[src/rtl/seconds_timebase.sv]
// Seconds timebase: divides clk to a one-cycle tick plus a 50% blink level, with debounced run/pause and clear buttons.
// Build option: define AUTO_START_EN to come out of reset running instead of stopped.
module seconds_timebase #(
  parameter int CLK_HZ       = 50_000_000,
  parameter int TICK_HZ      = 1,
  parameter int DEBOUNCE_CYC = 1_000_000
) (
  input  logic clk,
  input  logic rst_n,
  input  logic btn_run_n,
  input  logic btn_clr_n,
  output logic tick,
  output logic half_sec,
  output logic running,
  output logic clear
);

  localparam int DIV = CLK_HZ / TICK_HZ;
  localparam int CW  = $clog2(DIV);
  localparam int DCW = $clog2(DEBOUNCE_CYC + 1);

  if (DIV < 4 || (DIV % 2) != 0) begin : g_bad_div
    $error("seconds_timebase: CLK_HZ/TICK_HZ must be even and at least 4");
  end
  if (DEBOUNCE_CYC < 1) begin : g_bad_deb
    $error("seconds_timebase: DEBOUNCE_CYC must be at least 1");
  end

  typedef enum logic {
    STOPPED = 1'b0,
    RUN     = 1'b1
  } state_t;

`ifdef AUTO_START_EN
  localparam state_t RST_STATE = RUN;
`else
  localparam state_t RST_STATE = STOPPED;
`endif

  // Index 0 is the run button, index 1 the clear button.
  logic [1:0]     btn_n;
  logic [1:0]     sync1_q, sync2_q;
  logic [1:0]     deb_q, deb_d;
  logic [1:0]     armed_q, armed_d;
  logic [1:0]     press_q, press_d;
  logic [1:0]     fill_q;
  logic [DCW-1:0] dcnt_q [2];
  logic [DCW-1:0] dcnt_d [2];

  state_t         state_q, state_d;
  logic [CW-1:0]  cnt_q, cnt_d;
  logic           tick_q, tick_d;
  logic           half_q, half_d;
  logic           clear_q, clear_d;

  assign btn_n = {btn_clr_n, btn_run_n};

  // A press only counts once the button has been seen released after reset, so a button
  // held through reset release cannot fire; fill_q marks when sync2_q carries real samples.
  always_comb begin
    for (int b = 0; b < 2; b++) begin
      deb_d[b]   = deb_q[b];
      dcnt_d[b]  = '0;
      press_d[b] = 1'b0;
      armed_d[b] = armed_q[b] | (fill_q[1] & sync2_q[b]);
      if (sync2_q[b] != deb_q[b]) begin
        if (dcnt_q[b] == DCW'(DEBOUNCE_CYC - 1)) begin
          deb_d[b]   = sync2_q[b];
          press_d[b] = ~sync2_q[b] & armed_q[b];
        end else begin
          dcnt_d[b] = dcnt_q[b] + 1'b1;
        end
      end
    end
  end

  always_comb begin
    state_d = state_q;
    case (state_q)
      STOPPED: if (press_q[0]) state_d = RUN;
      RUN:     if (press_q[0]) state_d = STOPPED;
      default: state_d = STOPPED;
    endcase

    cnt_d   = cnt_q;
    tick_d  = 1'b0;
    clear_d = 1'b0;
    if (state_q == RUN) begin
      if (cnt_q == CW'(DIV - 1)) begin
        cnt_d  = '0;
        tick_d = 1'b1;
      end else begin
        cnt_d = cnt_q + 1'b1;
      end
    end
    // Clear overrides a coincident wrap, so no tick escapes alongside it.
    if (press_q[1]) begin
      cnt_d   = '0;
      tick_d  = 1'b0;
      clear_d = 1'b1;
    end
    half_d = (cnt_d >= CW'(DIV / 2));
  end

  always_ff @(posedge clk or negedge rst_n) begin
    if (!rst_n) begin
      sync1_q <= 2'b11;
      sync2_q <= 2'b11;
      deb_q   <= 2'b11;
      armed_q <= 2'b00;
      press_q <= 2'b00;
      fill_q  <= 2'b00;
      for (int b = 0; b < 2; b++) dcnt_q[b] <= '0;
      state_q <= RST_STATE;
      cnt_q   <= '0;
      tick_q  <= 1'b0;
      half_q  <= 1'b0;
      clear_q <= 1'b0;
    end else begin
      sync1_q <= btn_n;
      sync2_q <= sync1_q;
      deb_q   <= deb_d;
      armed_q <= armed_d;
      press_q <= press_d;
      fill_q  <= {fill_q[0], 1'b1};
      for (int b = 0; b < 2; b++) dcnt_q[b] <= dcnt_d[b];
      state_q <= state_d;
      cnt_q   <= cnt_d;
      tick_q  <= tick_d;
      half_q  <= half_d;
      clear_q <= clear_d;
    end
  end

  assign tick     = tick_q;
  assign half_sec = half_q;
  assign running  = (state_q == RUN);
  assign clear    = clear_q;

endmodule

[config.mk]
export PLATFORM = sky130hd
export DESIGN_NAME = seconds_timebase
export DESIGN_NICKNAME = d
export VERILOG_FILES = /design/src/rtl/seconds_timebase.sv
export SDC_FILE = /design/constraint.sdc
export NUM_CORES = 1
export LEC_CHECK = 0
export BUFFER_PORTS_ARGS = -buffer_cell sky130_fd_sc_hd__buf_2
export CAP_MARGIN = 25
export CORE_MARGIN = 2
export CORE_UTILIZATION = 45
export CTS_CLUSTER_SIZE = 28
export DETAILED_ROUTE_END_ITERATION = 8
export SLEW_MARGIN = 10
export SYNTH_ARGS = -nofsm -noshare
export SYNTH_HDL_FRONTEND = slang
export SYNTH_SLANG_ARGS = --single-unit
[constraint.sdc]
create_clock -name clk -period 2.1 [get_ports clk]
set_input_delay 0.105 -clock clk [delete_from_list [all_inputs] [get_ports clk]]
set_output_delay 0.105 -clock clk [all_outputs]
set_load 0.01 [all_outputs]
==> results of run 1 <==
## final timing paths
path / endpoint / cells past startpoint / from / slack, ns
setup / recovery: half_sec / 8 / cnt_q[1] / 0.04
hold / removal: cnt_q[24] / 2 / rst_n / 0.21
setup reg to reg: half_sec / 8 / cnt_q[1] / 0.04
hold reg to reg: sync2_q[0] / 0 / sync1_q[0] / 0.36
max in group asynchronous: sync2_q[1] / 3 / rst_n / 1.23
min in group clk: sync2_q[0] / 0 / sync1_q[0] / 0.36
## timing repair
item / 4_1_cts / 5_1_grt
setup buffers: 2 / 0
pin swaps: 2 / 0
endpoints found under the hold margin: 29 / 0
hold buffers: 3 / 0
gates resized for setup: 4 / 4
endpoints found under the setup margin: 1 / 20
## logic make-up (layout without fill, tap and decap cells)
family                   count (synthesis)  after routing  synth area share [%]
AO/OA/AOI/OAI                           18             18                  3.34
XOR/XNOR                                62             62                  13.8
adder cells (fa/ha/maj)                  3              3                 0.956
buffers and inverters                   19             66                  2.26
flip-flops                              82             82                  52.4
multiplexers                             3              3                 0.828
other                                    1              1                0.0954
AND/OR/NAND/NOR                        205            205                  26.3
## cell type report
class | instances | area (um2)
clock buffers | 10 | 138
clock inverters | 6 | 90.1
fillers | 783 | 4010
inverters | 6 | 22.5
multi-input cells | 292 | 1800
flip-flops and latches | 82 | 2060
well taps | 108 | 135
repair buffers | 44 | 343
## registers in the layout, indices dropped and copies added (netlist names), 2 cells and up
name and count:
deb_q 2, fill_q 2, cnt_q 26, press_q 2
sync1_q 2, sync2_q 2, armed_q 2, dcnt_q 40
## per-stage QoR
step | hold slack [ns] | setup slack (ns) | setup TNS, ns | util, % | cells
2_1_floorplan | -0.191 | -0.0180 | -0.0180 | - | 393
3_5_place_dp | 0.0573 | -0.0176 | -0.0176 | 49.9 | 527
6_report | 0.211 | 0.0413 | 0 | 53.3 | 548
4_1_cts | 0.222 | 0.0265 | 0 | 53.2 | 548
3_3_place_gp | 0.0506 | 0.0326 | 0 | 49.9 | 527
5_1_grt | 0.219 | -0.0983 | -0.0983 | 53.3 | 548
## Yosys cell counts (2+ instances only)
library cell,n
nand2b_1,2
mux2_2,2
o21ai_0,4
and4_1,4
or2_2,5
nor3_1,8
nand4_1,20
a21o_1,2
xnor2_1,23
clkbuf_1,2
nor4_1,7
nor2_1,82
dfrtp_1,76
nor4b_1,3
ha_1,3
a21oi_1,3
and3_1,9
nand3_1,30
xor2_1,39
dfstp_2,6
buf_2,8
nand4_2,2
inv_1,6
nand2_1,22
or3_1,3
buf_4,2
## per-layer routing
metal	part of all wire (%)	track usage (%)	up-vias
met1	50	25.0	1385
met4	1.4	5.45	0
met3	2.7	3.88	9
met2	46	25.7	37
li1	-	-	1424
met5	0	0	-
## where the power goes
part	internal (uW)	switching [uW]
logic	22.7	52.3
registers	1600	12.9
clock network	704	569
total	2320	634
==> summary.txt, run 1 <==
Timing
  – Final setup violating endpoints: 0
  – Max-slew violation count: 0
  – RSZ-0062 raised after global routing: yes
  – Final worst path period share: 98.0%
  – Fmax: 0.486 GHz
  – Fin crit period: 2.06 ns
  – Final Skew: 0.0116 ns
  – Hold Vio Cnt, Final: 0

Placed design
  – Global placer's final weighted congestion: 0.867
  – Port Buffers: 7
  – Placed Area: 4290 um2
  – HPWL after DPL: 5330 um

Yosys
  – Synth cell types: 46
  – Synth Warn #: 0
  – Top post-synthesis cells by area: dfrtp_1 48%, xor2_1 8.7%, nor2_1 7.8%, xnor2_1 5.1%, dfstp_2 4.0%
  – Post-synth top area share: 48.4%
  – Post-synthesis instance area: 3930 um2
  – Most used flip-flop cell after synthesis: dfrtp_1
  – Synth Net Count: 400
  – Post-synth EDFFs: 0
  – Seq cells post-synth: 82
  – Post-Syn Instances: 393
  – Syn Area/Cell: 10.0 um2
  – Register area share after synthesis: a little over half
  – Area leader, netlist: dfrtp_1
  – Async set or reset register ratio after synthesis: 100%

Finish
  – # diodes: 0
  – Share of cells above drive strength 1: a little under a fifth
  – Nets: roughly 440
  – Commonest non-fill, non-tap cell in the layout: nor2_1
  – Most frequent cells in the layout: 82 x nor2_1, 76 x dfrtp_1, 39 x xor2_1, 32 x buf_4, 30 x nand3_1
  – Design area: 4580 um2
  – Area Growth Syn to Fin: 16.7%

Critical path
  – Slowest stage delay, CP: 0.52 ns
  – Setup crit end kind: register
  – Crit-path max FO: 3
  – Critical Path, Cell by Cell: ha_1, nand4_1, or4_4, or3_1, a21oi_2, o211a_1, a211oi_2, o21ai_1
  – Critical path arrival: 2.34 ns
  – Critical-path top delay cell: or4_4
  – CP startpoint kind: register
  – Worst setup path category: register to register
  – CP Buf/Inv Count: 0
  – CP delay by family, top: simple AND/OR/NAND/NOR gates
  – CP Data Required Time: 2.38 ns

GRT
  – Vias in the first global route: 2837
  – Total GRT Usage: 17.2%
  – Initial antenna violation count: 0
  – Global-route wire length before repair: 13300 um
  – Pin count of the biggest net entering global routing: 56
  – Global route overflow: 0

Detailed routing
  – 1st-pass router iterations: 4
  – Routed wire length per instance: 13.8 um
  – Via density: 5.21
  – DR iter-0 viols: 132
  – Routed Antenna Nets: 0
  – Routed vias: 2855
  – DR DRC count: 0
  – Final WL: 7540 um

Die
  – DIE AREA: between 9000 and 10000 um2
  – Chip height: 97.4 um
  – Core ar.: 8590 um2
  – I/O pins: 8
  – Initial Utilization: 45.7%
  – Die Wd: 97.4 um
  – Rows: 34

Clocking
  – Sink Count: 82
  – Clk Latency, worst-skew pair: approximately 0.35 ns
  – Clk root buf: clkbuf_8
  – Num CTS Buffers: 9
  – Clk buf depth: 2
  – Clock-pin slew on the worst setup and hold paths: 0.08 ns
  – TritonCTS clock tree: done
  – H-tree Lvls: 3

Run status
  – Status: complete, no violations

Pwr
  – Worst vdd ir: 0.384 mV
  – Final Power: between 2000 and 3000 uW
  – Static Leak: around 0.0020 uW
  – Power per standard cell area: approximately 640 nW/um2

Min path
  – Min-Delay Path Class: primary input to asynchronous set/reset pin

Run
  – Max-cap violation count: 0
Note: power is estimated with default switching activity, not from simulation.
==> run 2: changes to the inputs <==
- BUFFER_PORTS_ARGS: -buffer_cell sky130_fd_sc_hd__buf_2 -> unset
- CELL_PAD_IN_SITES_DETAIL_PLACEMENT: unset -> 0
- CELL_PAD_IN_SITES_GLOBAL_PLACEMENT: unset -> 2
- CORE_UTILIZATION: 45 -> 37
- DONT_BUFFER_PORTS: unset -> 1
- PLACE_DENSITY_LB_ADDON: unset -> 0.1
- SLEW_MARGIN: 10 -> unset
==> run 2 against run 1 <==
Against the previous run:
- global-route usage is 1.4 points lower
- sequential share of layout area is 0.97 points lower
- worst hold slack better by 0.069 ns
- cell area increased by 2.2%
- worst setup slack got worse by 0.0048 ns
- clock-buffer cell count unchanged
- first-iteration DRC count decreased by 36%
- sequential power about the same
- critical path type unchanged
==> summary.txt, run 2 (synthesis gave the netlist of run 1 again) <==
Timing
  – Hold Vio Cnt, Final: 0 (unchanged)
  – Final setup violating endpoints: 0 (unchanged)
  – Final Skew: 0.0129 ns (was 0.0116 ns)
  – Fin crit period: 2.06 ns (about the same)
  – Final worst path period share: 98.3% (was 98.0%)
  – Max-slew violation count: 0 (unchanged)
  – Setup TNS: 0 ns (unchanged)
  – Fmax: 0.485 GHz (was 0.486 GHz)
  – RSZ-0062 raised after global routing: yes (unchanged)

Clocking
  – TritonCTS clock tree: done (unchanged)
  – Clk buf depth: 2 (unchanged)
  – Clock-pin slew on the worst setup and hold paths: 0.10 ns (was 0.08 ns)
  – Clk Latency, worst-skew pair: 0.36 ns (was 0.35 ns)
  – Sink Count: 82 (unchanged)
  – Clk root buf: clkbuf_8 (unchanged)
  – Num CTS Buffers: 9 (unchanged)
  – H-tree Lvls: 3 (unchanged)

Run status
  – Status: complete, no violations (unchanged)

Die
  – Core ar.: 10300 um2 (was 8590 um2)
  – Die Wd: 107 um (was 97.4 um)
  – Rows: 37 (was 34)
  – Initial Utilization: 38.1% (was 45.7%)
  – Chip height: 107 um (was 97.4 um)
  – I/O pins: 8 (unchanged)
  – DIE AREA: 11500 um2 (was 9490 um2)

Critical path
  – CP startpoint kind: register (unchanged)
  – CP Buf/Inv Count: 0 (unchanged)
  – Crit-path max FO: 5 (was 3)
  – Setup crit end kind: register (unchanged)
  – Critical path arrival: 2.35 ns (was 2.34 ns)
  – CP Data Required Time: 2.39 ns (was 2.38 ns)
  – Critical-path top delay cell: or4_4 (unchanged)
  – Critical Path, Cell by Cell: nand4_2, or4_4, or3_4, a21oi_2, o211a_1, a211oi_2, o21ai_1 (was ha_1, nand4_1, or4_4, or3_1, a21oi_2, o211a_1, a211oi_2, o21ai_1)
  – CP delay by family, top: simple AND/OR/NAND/NOR gates (unchanged)
  – Slowest stage delay, CP: 0.57 ns (was 0.52 ns)
  – Worst setup path category: register to register (unchanged)

Pwr
  – Net Sw Power: 693 uW (was 634 uW)
  – Final Power: 2760 uW (was 2960 uW)
  – Worst vdd ir: 0.432 mV (was 0.384 mV)
  – Static Leak: 0.00207 uW (was 0.00205 uW)
  – Internal cell power: 2060 uW (was 2320 uW)
  – Logic gate share of total power: 3.0% (was 2.5%)
  – Clk pwr share: 38.7% (was 43.0%)
  – Seq pwr share: 58.3% (was 54.4%)
  – Power per standard cell area: 589 nW/um2 (was 645 nW/um2)
  – Sw frac: 25.1% (was 21.4%)

GRT
  – Vias in the first global route: 2885 (was 2837)
  – Initial antenna violation count: 0 (unchanged)
  – GR Util met1: 20.3% (was 25.0%)
  – Met3 usage: 4.07% (was 3.88%)
  – GR Layer Usage met2: 25.8% (was 25.7%)
  – Gr busiest metal: met2 (unchanged)
  – Total GRT Usage: 15.8% (was 17.2%)
  – Pin count of the biggest net entering global routing: 83 (was 56)
  – Global-route wire length before repair: 14000 um (was 13300 um)
  – Global route overflow: 0 (unchanged)

Placed design
  – Global placer's final weighted congestion: 0.814 (was 0.867)
  – HPWL after DPL: 5710 um (was 5330 um)
  – Port Buffers: 0 (was 7)

Detailed routing
  – DR DRC count: 0 (unchanged)
  – DR iter-0 viols: 84 (was 132)
  – 1st-pass router iterations: 4 (unchanged)
  – Final WL: 8230 um (was 7540 um)
  – Via density: 4.91 (was 5.21)
  – Routed vias: 2870 (was 2855)
  – Routed Antenna Nets: 0 (unchanged)
  – Routed wire length per instance: 14.1 um (was 13.8 um)

Finish
  – Largest register FFs: 40 (unchanged)
  – Share of cells above drive strength 1: 20.3% (was 18.2%)
  – Biggest regs: dcnt_q x40, cnt_q x26 (unchanged)
  – Most frequent cells in the layout: 82 x nor2_1, 76 x dfrtp_1, 47 x buf_4, 39 x xor2_1, 30 x nand3_1 (was 82 x nor2_1, 76 x dfrtp_1, 39 x xor2_1, 32 x buf_4, 30 x nand3_1)
  – # diodes: 0 (unchanged)
  – Nets: 451 (was 442)
  – Commonest non-fill, non-tap cell in the layout: nor2_1 (unchanged)
  – Area Growth Syn to Fin: 19.3% (was 16.7%)
  – Largest Register: dcnt_q (unchanged)

Min path
  – Min-Delay Path Class: primary input to asynchronous set/reset pin (unchanged)

Run
  – Max-cap violation count: 0 (unchanged)
==> run 2: power groups by stage <==
stage	clock [uW]	sequential, uW	combinational, uW
floorplan	0	1640	29.3
global placement	0	1640	42.7
detailed placement	0	1640	43.7
CTS	1110	1610	88.0
global route	1180	1610	97.1
finish	1070	1610	82.9
==> run 2: layout make-up <==
cell class | instances | area, um2
Tap cell | 136 | 170
Multi-Input combinational cell | 292 | 1810
Sequential cell | 82 | 2060
Inverter | 6 | 22.5
Clock buffer | 10 | 128
Timing Repair Buffer | 53 | 450
Fill cell | 1014 | 5640
Clock inverter | 6 | 48.8
==> run 2: metrics by stage <==
step                      instance area (um2)  cells  util (%)  setup WS [ns]  hold WS, ns
after floorplan                          3930    393         -        -0.0180       -0.191
after global placement                   4400    561      42.6        0.00809       -0.188
after detailed placement                 4400    561      42.6        -0.0734       -0.187
after CTS                                4650    583      45.1         0.0302        0.280
after global routing                     4690    585      45.4        -0.0643        0.281
final                                    4690    585      45.4         0.0365        0.280
==> run 2: final timing paths <==
| path | start | to | slack [ns] | depth (start not counted) |
|---|---|---|---|---|
| setup / recovery | cnt_q[8] | half_sec | 0.04 | 7 |
| hold / removal | rst_n | dcnt_q[9] | 0.28 | 2 |
| setup reg to reg | cnt_q[8] | half_sec | 0.04 | 7 |
| hold reg to reg | fill_q[0] | fill_q[1] | 0.35 | 0 |
| max in group asynchronous | rst_n | sync1_q[1] | 1.43 | 2 |
| min in group clk | btn_run_n | sync1_q[0] | 0.30 | 1 |
==> run 2: layer usage <==
metal / up-vias / wire length [um] / share of wire [%]
li1: 1445 / - / -
met1: 1377 / 3870 / 47
met5: - / 0 / 0
met3: 12 / 264 / 3.2
met2: 36 / 3930 / 48
met4: 0 / 156 / 1.9
==> run 2: repair_timing <==
action	in CTS	in global routing
cloned	0	0
hold buffers	4	0
pin swaps	3	1
endpoints found under the setup margin	1	15
endpoints found under the hold margin	84	0
setup buffers	2	2
gates resized for setup	2	5
